--- src/rtl/word_check_pkg.sv ---
// word_check_pkg: shared types and helpers for the FSK test-word checker.
// Latency: n/a (package). Backpressure: n/a.
// Contents: checker state enum, word width constant shared with the
// transmitter-side walking-one generator, rotate and one-hot helpers.
package word_check_pkg;

   // Test-word width; the transmitter-side generator uses the same constant.
   localparam int WORD_W = 8;

   // Checker synchronisation states.
   typedef enum logic [1:0] {
      HUNT   = 2'd0,
      VERIFY = 2'd1,
      LOCKED = 2'd2
   } state_e;

   // Rotate an 8-bit word left by one; 0x80 wraps to 0x01.
   function automatic logic [WORD_W-1:0] rotl8(input logic [WORD_W-1:0] x);
      return {x[WORD_W-2:0], x[WORD_W-1]};
   endfunction

   // True when exactly one bit is set (zero is not one-hot).
   function automatic logic is_onehot8(input logic [WORD_W-1:0] x);
      return (x != '0) && ((x & (x - {{(WORD_W-1){1'b0}}, 1'b1})) == '0);
   endfunction

endpackage

--- src/rtl/word_check_popcount8.sv ---
// popcount8: counts the set bits of an 8-bit word.
// Latency: combinational. Backpressure: none.
// Ports: data_i (8-bit word), count_o (4-bit population count, 0..8).
module popcount8
   import word_check_pkg::*;
(
   input  logic [WORD_W-1:0] data_i,
   output logic [3:0]        count_o
);

   always_comb begin
      count_o = 4'd0;
      for (int i = 0; i < WORD_W; i++) begin
         count_o = count_o + {3'd0, data_i[i]};
      end
   end

endmodule

--- src/rtl/word_check.sv ---
// word_check: receive-side checker for the walking-one FSK test-word stream.
// Latency: 1 clk_word cycle from a sampled word to every output.
// Backpressure: none; words are consumed on every valid strobe, valid=0 holds all state.
//
// Ports:
//   clk_word      word clock, all state updates on its rising edge
//   rst           asynchronous active-high reset
//   word/valid    received word and its strobe
//   locked        high while the checker is in LOCKED
//   err_pulse     one-cycle pulse per mismatched word checked while locked
//   word_count    saturating count of words checked while locked
//   err_count     saturating count of mismatched words checked while locked
//   bit_err_count saturating sum of bit errors over checked words
//
// LOCK_N and LOSS_N are legal in 1..15 (they are compared against 4-bit
// run counters). CNT_W must be at least 4 so one word's bit-error count fits.
module word_check
   import word_check_pkg::*;
#(
   parameter int LOCK_N = 4,
   parameter int LOSS_N = 3,
   parameter int CNT_W  = 16
) (
   input  logic              clk_word,
   input  logic              rst,
   input  logic [WORD_W-1:0] word,
   input  logic              valid,
   output logic              locked,
   output logic              err_pulse,
   output logic [CNT_W-1:0]  word_count,
   output logic [CNT_W-1:0]  err_count,
   output logic [CNT_W-1:0]  bit_err_count
);

   localparam logic [3:0]       LOCK_C  = LOCK_N[3:0];
   localparam logic [3:0]       LOSS_C  = LOSS_N[3:0];
   localparam logic [CNT_W-1:0] CNT_ONE = {{(CNT_W-1){1'b0}}, 1'b1};
   localparam logic [CNT_W-1:0] CNT_MAX = '1;

   // ------------------------------------------------------------------
   // State
   // ------------------------------------------------------------------
   state_e            state_q, state_d;
   logic [WORD_W-1:0] expected_q, expected_d;
   logic [3:0]        match_cnt_q, match_cnt_d;
   logic [3:0]        miss_cnt_q, miss_cnt_d;

   logic              locked_q, locked_d;
   logic              err_pulse_q, err_pulse_d;
   logic [CNT_W-1:0]  word_cnt_q, word_cnt_d;
   logic [CNT_W-1:0]  err_cnt_q, err_cnt_d;
   logic [CNT_W-1:0]  bit_err_cnt_q, bit_err_cnt_d;

   // ------------------------------------------------------------------
   // Word classification
   // ------------------------------------------------------------------
   logic              is_match;
   logic              word_onehot;
   logic [WORD_W-1:0] diff_bits;
   logic [3:0]        diff_cnt;
   logic [3:0]        match_cnt_inc;
   logic [3:0]        miss_cnt_inc;
   logic [CNT_W:0]    bit_err_sum;

   assign is_match      = (word == expected_q);
   assign word_onehot   = is_onehot8(word);
   assign diff_bits     = word ^ expected_q;
   assign match_cnt_inc = match_cnt_q + 4'd1;
   assign miss_cnt_inc  = miss_cnt_q + 4'd1;

   popcount8 u_popcount (
      .data_i  (diff_bits),
      .count_o (diff_cnt)
   );

   // One extra bit catches the carry so the accumulator saturates instead of wrapping.
   assign bit_err_sum = {1'b0, bit_err_cnt_q} + {{(CNT_W-3){1'b0}}, diff_cnt};

   // ------------------------------------------------------------------
   // FSM: state register
   // ------------------------------------------------------------------
   always_ff @(posedge clk_word or posedge rst) begin
      if (rst) begin
         state_q     <= HUNT;
         expected_q  <= '0;
         match_cnt_q <= 4'd0;
         miss_cnt_q  <= 4'd0;
      end else begin
         state_q     <= state_d;
         expected_q  <= expected_d;
         match_cnt_q <= match_cnt_d;
         miss_cnt_q  <= miss_cnt_d;
      end
   end

   // ------------------------------------------------------------------
   // FSM: next-state logic
   // ------------------------------------------------------------------
   always_comb begin
      state_d     = state_q;
      expected_d  = expected_q;
      match_cnt_d = match_cnt_q;
      miss_cnt_d  = miss_cnt_q;

      if (valid) begin
         case (state_q)
            HUNT: begin
               if (word_onehot) begin
                  expected_d  = rotl8(word);
                  match_cnt_d = 4'd1;
                  miss_cnt_d  = 4'd0;
                  state_d     = (LOCK_C == 4'd1) ? LOCKED : VERIFY;
               end
            end

            VERIFY: begin
               if (is_match) begin
                  expected_d  = rotl8(word);
                  match_cnt_d = match_cnt_inc;
                  if (match_cnt_inc >= LOCK_C) begin
                     state_d    = LOCKED;
                     miss_cnt_d = 4'd0;
                  end
               end else if (word_onehot) begin
                  // A clean one-hot word that breaks the run starts a new run.
                  expected_d  = rotl8(word);
                  match_cnt_d = 4'd1;
                  if (LOCK_C == 4'd1) begin
                     state_d    = LOCKED;
                     miss_cnt_d = 4'd0;
                  end
               end else begin
                  match_cnt_d = 4'd0;
                  state_d     = HUNT;
               end
            end

            LOCKED: begin
               // Flywheel: the expected word advances on its own; received
               // words never reseed it while locked.
               expected_d = rotl8(expected_q);
               if (is_match) begin
                  miss_cnt_d = 4'd0;
               end else if (miss_cnt_inc >= LOSS_C) begin
                  miss_cnt_d  = 4'd0;
                  match_cnt_d = 4'd0;
                  state_d     = HUNT;
               end else begin
                  miss_cnt_d = miss_cnt_inc;
               end
            end

            default: begin
               state_d     = HUNT;
               match_cnt_d = 4'd0;
               miss_cnt_d  = 4'd0;
            end
         endcase
      end
   end

   // ------------------------------------------------------------------
   // FSM: output / statistics logic (registered below)
   // ------------------------------------------------------------------
   always_comb begin
      locked_d      = (state_d == LOCKED);
      err_pulse_d   = 1'b0;
      word_cnt_d    = word_cnt_q;
      err_cnt_d     = err_cnt_q;
      bit_err_cnt_d = bit_err_cnt_q;

      // Only words sampled in LOCKED are counted, including the one that drops lock.
      if (valid && (state_q == LOCKED)) begin
         word_cnt_d = (word_cnt_q == CNT_MAX) ? CNT_MAX : word_cnt_q + CNT_ONE;
         if (!is_match) begin
            err_pulse_d   = 1'b1;
            err_cnt_d     = (err_cnt_q == CNT_MAX) ? CNT_MAX : err_cnt_q + CNT_ONE;
            bit_err_cnt_d = bit_err_sum[CNT_W] ? CNT_MAX : bit_err_sum[CNT_W-1:0];
         end
      end
   end

   always_ff @(posedge clk_word or posedge rst) begin
      if (rst) begin
         locked_q      <= 1'b0;
         err_pulse_q   <= 1'b0;
         word_cnt_q    <= '0;
         err_cnt_q     <= '0;
         bit_err_cnt_q <= '0;
      end else begin
         locked_q      <= locked_d;
         err_pulse_q   <= err_pulse_d;
         word_cnt_q    <= word_cnt_d;
         err_cnt_q     <= err_cnt_d;
         bit_err_cnt_q <= bit_err_cnt_d;
      end
   end

   assign locked        = locked_q;
   assign err_pulse     = err_pulse_q;
   assign word_count    = word_cnt_q;
   assign err_count     = err_cnt_q;
   assign bit_err_count = bit_err_cnt_q;

endmodule

--- config.mk ---
export PLATFORM = sky130hd
export DESIGN_NAME = word_check
export DESIGN_NICKNAME = d
export VERILOG_FILES = /design/src/rtl/word_check_pkg.sv /design/src/rtl/word_check_popcount8.sv /design/src/rtl/word_check.sv
export SDC_FILE = /design/constraint.sdc
export NUM_CORES = 1
export LEC_CHECK = 0
export ABC_CLOCK_PERIOD_IN_PS = 4100
export CAP_MARGIN = 20
export CORE_MARGIN = 2
export CORE_UTILIZATION = 49
export CTS_CLUSTER_SIZE = 10
export DETAILED_ROUTE_END_ITERATION = 10
export GPL_ROUTABILITY_DRIVEN = 0
export HOLD_SLACK_MARGIN = 0.06
export PLACE_DENSITY_LB_ADDON = 0.2
export SLEW_MARGIN = 40
export SYNTH_ARGS = -nofsm -noshare
export SYNTH_HDL_FRONTEND = slang
export SYNTH_SLANG_ARGS = --single-unit
--- constraint.sdc ---
create_clock -name clk_word -period 4.1 [get_ports clk_word]
set_input_delay 1.23 -clock clk_word [delete_from_list [all_inputs] [get_ports clk_word]]
set_output_delay 1.23 -clock clk_word [all_outputs]
set_load 0.01 [all_outputs]
==> flow_summary.yaml <==
drt:
  remaining_drc_errors: 0
  vias: 3612
  vias_per_cell: 5.51
  detail_route.iter0.violations: 161
  ant_nets: 0
  routed_wire_length_per_instance_um: 14.5
  route.final.wire_length_um: 9520
  first_pass_drt_iterations: 6
final_layout:
  area_growth_syn_to_layout_pct: 35.8
  antennaDiodeCount: 0
  multi_input_area_mm2: 0.00235
  layout.area.seq_mm2: 0.00170
  num-nets-final: 578
  post-route-util_pct: 67.6
  num-fill-cells: 643
  post-route-cell-area_mm2: 0.00547
  drive_gt1_share_pct: 18.5
timing:
  fmax_mhz: 205
  max-slew-margin-rel_pct: 63.6
  timing_worst_slew_pin_value_ns: 0.547
  finalSetupViolCount: 16
  timing_hold_violations_final: 0
  final.min_clock_period_ns: 4.88
  timing.final.crit_share_pct: 119
  final_max_slew_viol_count: 0
  worst_clock_skew_ns: 0.0170
  rsz0062_at_grt: "true"
  finalWorstSetupSlack_ns: -0.785
power_and_ir_drop:
  seq_power_share_pct: 33.0
  power.switching_uw: 774
  cell_internal_pwr_uw: 1510
  p_per_area_mw_per_mm2: 418
  leakagePower_uw: 0.00258
  combPwrFrac_pct: 37.0
  power.clock.fraction_pct: 30.0
  ir_drop_mv: 0.391
  switching_share_pct: 33.8
synth:
  ys_ff_latch: 68
  post_synth.cell_area_avg_um2: 9.17
  synth_cell_types: 47
  syn_nets: 472
  synth.yosys.seq_area_share_pct: 42.2
  synth_most_common_cell: "sky130_fd_sc_hd__nand2_1"
  netlist_top_cells_area: "sky130_fd_sc_hd__dfrtp_1 (42%), sky130_fd_sc_hd__nand2_1 (6.9%), sky130_fd_sc_hd__ha_1 (5.3%)"
  ys_async_sr_fraction_pct: 100
  synth_enable_flop_cells: 0
  dominantRegCellSynth: "sky130_fd_sc_hd__dfrtp_1"
  synth_cells: 439
  post_synth_top_area_cell: "sky130_fd_sc_hd__dfrtp_1"
  synthesis.area_mm2: 0.00403
  synth.top_cells.by_count: "sky130_fd_sc_hd__nand2_1 (74), sky130_fd_sc_hd__dfrtp_1 (68), sky130_fd_sc_hd__nand3_1 (33)"
  synth_top_cell_area_share_pct: 42.2
  yosys_warnings: 0
worst_setup_path:
  r2r_setup_slack_ns: -0.30
  cp_max_fo: 4
  worst_setup_path_start_kind: "primary input"
  worst-setup-path-type: "primary input to flip-flop"
  setup.worst_path.end_class: "flip-flop"
  crit_arrival_ns: 5.12
  worst-endpoint-required_ns: 4.33
global_route:
  grt_pass1_wl_um: 15800
  gr-usage-all-layers_pct: 22.4
  globalRouteOverflowTotal: 0
  number_of_antenna_violations_at_the_first_check_in_global_routing: 0
  grt_max_degree: 28
  first_global_vias: 3469
floorplan:
  die_height_um: 94.7
  placement_rows: 33
  die_w_um: 94.7
  design.portCount: 61
  floorplan.die_area_mm2: 0.00896
  core_area_mm2: 0.00809
  start_util_pct: 49.8
outcome:
  run_status: "finished, violations left"
  violations: "setup timing"
cts:
  root_cell_of_the_clock_tree: "sky130_fd_sc_hd__clkbuf_8"
  tritoncts.num_buffers: 9
  worst_setup_hold_path_clk_slew_ns: 0.07
  cts-hold-fix-buffers: 0
  numClockSinks: 68
  clock_tree.buffer_depth: 2
  htreeDepth: 3
  tritoncts_clock_tree: "yes"
  clkLatencyLatePin_ns: 0.36
placed_design:
  buffer_ports.inserted: 60
  place.detailed.hpwl_um: 6830
  placed_area_mm2: 0.00500
  place_worst_setup_slack_ns: -1.56
run:
  drv_cap: 0
hold_path:
  worst_hold_path_type: "flip-flop to flip-flop"
[final timing paths]
kind / startpoint / endpoint / cells past startpoint
max in group asynchronous: rst / match_cnt_q[2]$_DFFE_PP0P_ / 3
worst min register to register: match_cnt_q[3]$_DFFE_PP0P_ / match_cnt_q[3]$_DFFE_PP0P_ / 1
min in group asynchronous: rst / word_count[12]$_DFFE_PP0P_ / 2
worst max register to register: expected_q[1]$_DFFE_PP0P_ / bit_err_count[10]$_DFFE_PP0P_ / 17
worst min-delay path: match_cnt_q[3]$_DFFE_PP0P_ / match_cnt_q[3]$_DFFE_PP0P_ / 1
worst max-delay path: word[1] / bit_err_count[10]$_DFFE_PP0P_ / 18
[per-layer routing]
layer / GRT usage, % / vias up / part of all wire (%)
met5: 0 / - / 0
met4: 9.90 / 0 / 1.6
met3: 3.51 / 15 / 4.5
met2: 37.5 / 104 / 51
met1: 28.8 / 1754 / 43
li1: - / 1739 / -
[what timing repair did]
action | 4_1_cts | 5_1_grt
cloned | 1 | 0
pin swaps | 23 | 11
resized for setup | 29 | 12
setup buffers | 14 | 1
endpoints found under the setup margin | 16 | 16
[critical path: stages]
cell and delay [ns]:
sky130_fd_sc_hd__buf_8 0.10, sky130_fd_sc_hd__xor2_2 0.13, sky130_fd_sc_hd__inv_1 0.06, sky130_fd_sc_hd__ha_1 0.28, sky130_fd_sc_hd__inv_2 0.04, sky130_fd_sc_hd__fa_1 0.44
sky130_fd_sc_hd__fa_1 0.51, sky130_fd_sc_hd__inv_2 0.04, sky130_fd_sc_hd__fa_2 0.34, sky130_fd_sc_hd__inv_2 0.07, sky130_fd_sc_hd__fa_2 0.44, sky130_fd_sc_hd__fa_2 0.37
sky130_fd_sc_hd__inv_1 0.06, sky130_fd_sc_hd__a21o_1 0.12, sky130_fd_sc_hd__a21oi_2 0.08, sky130_fd_sc_hd__nor3b_4 0.30, sky130_fd_sc_hd__nand4_1 0.18, sky130_fd_sc_hd__mux2_4 0.33
[registers in the layout (all words and copies together) (netlist names)]
| register | flops |
|---|---|
| bit_err_count | 16 |
| err_count | 16 |
| word_count | 16 |
| expected_q | 8 |
| match_cnt_q | 4 |
| miss_cnt_q | 4 |
| state_q | 2 |
| err_pulse | 1 |
| locked | 1 |
[power by group through the flow]
stage / Sequential, uW / Clock, uW / Combinational, uW
2_1_floorplan: 758 / 0 / 577
3_3_place_gp: 762 / 0 / 757
3_5_place_dp: 763 / 0 / 798
4_1_cts: 756 / 696 / 841
5_1_grt: 761 / 727 / 967
6_report: 755 / 685 / 847
[layout by cell type (no fill, tap or decap), types with 3 or more instances in the layout]
cell type	instances
sky130_fd_sc_hd__ha_1	17
sky130_fd_sc_hd__fa_2	3
sky130_fd_sc_hd__mux2_2	5
sky130_fd_sc_hd__o211ai_1	5
sky130_fd_sc_hd__nand3_1	31
sky130_fd_sc_hd__xnor2_2	3
sky130_fd_sc_hd__nor3_2	5
sky130_fd_sc_hd__a21o_1	3
sky130_fd_sc_hd__nand2_1	71
sky130_fd_sc_hd__inv_1	19
sky130_fd_sc_hd__nand2b_1	3
sky130_fd_sc_hd__and2_1	6
sky130_fd_sc_hd__o21ai_0	17
sky130_fd_sc_hd__o22ai_1	5
sky130_fd_sc_hd__or3_1	4
sky130_fd_sc_hd__xnor2_1	14
sky130_fd_sc_hd__buf_4	37
sky130_fd_sc_hd__dfrtp_1	68
sky130_fd_sc_hd__nand4_1	10
sky130_fd_sc_hd__nor2_1	28
sky130_fd_sc_hd__clkbuf_8	9
sky130_fd_sc_hd__and3_1	13
sky130_fd_sc_hd__xor2_1	17
sky130_fd_sc_hd__a222oi_1	3
sky130_fd_sc_hd__bufinv_16	3
sky130_fd_sc_hd__o21ai_1	4
sky130_fd_sc_hd__a21oi_1	11
sky130_fd_sc_hd__clkdlybuf4s50_1	56
sky130_fd_sc_hd__buf_6	7
sky130_fd_sc_hd__mux2_1	5
sky130_fd_sc_hd__inv_2	4
sky130_fd_sc_hd__a211oi_1	4
sky130_fd_sc_hd__a221oi_1	4
sky130_fd_sc_hd__o21a_1	3
sky130_fd_sc_hd__nand2_2	3
sky130_fd_sc_hd__nor2b_1	7
[cell type report]
type                       count  area share [%]
inverter                      23            1.58
clock inverter                 7            2.24
clock buffer                   9            2.27
tap                          105            2.40
sequential                    68            31.1
multi-input combinational    339            42.9
timing repair buffer         104            17.5
[cell families after synthesis]
| logic type | count (synthesis) | share of synthesized area, % |
|---|---|---|
| simple gates | 196 | 23.9 |
| flops | 68 | 42.2 |
| fa+ha+maj | 22 | 7.77 |
| mux | 13 | 3.57 |
| buf+inv | 33 | 3.14 |
| compound gates | 71 | 11.5 |
| xor+xnor | 36 | 7.83 |
[stage by stage]
stage	power (uW)	setup TNS [ns]	std cells	hold WS (ns)
after floorplan	1340	-11.26	439	0.465
after global placement	1520	-21.47	626	0.498
after detailed placement	1560	-23.35	626	0.501
final	2290	-10.62	655	0.526
after global routing	2460	-13.11	655	0.545
after CTS	2290	-10.37	654	0.514
Note: power is estimated with default switching activity, not from simulation.
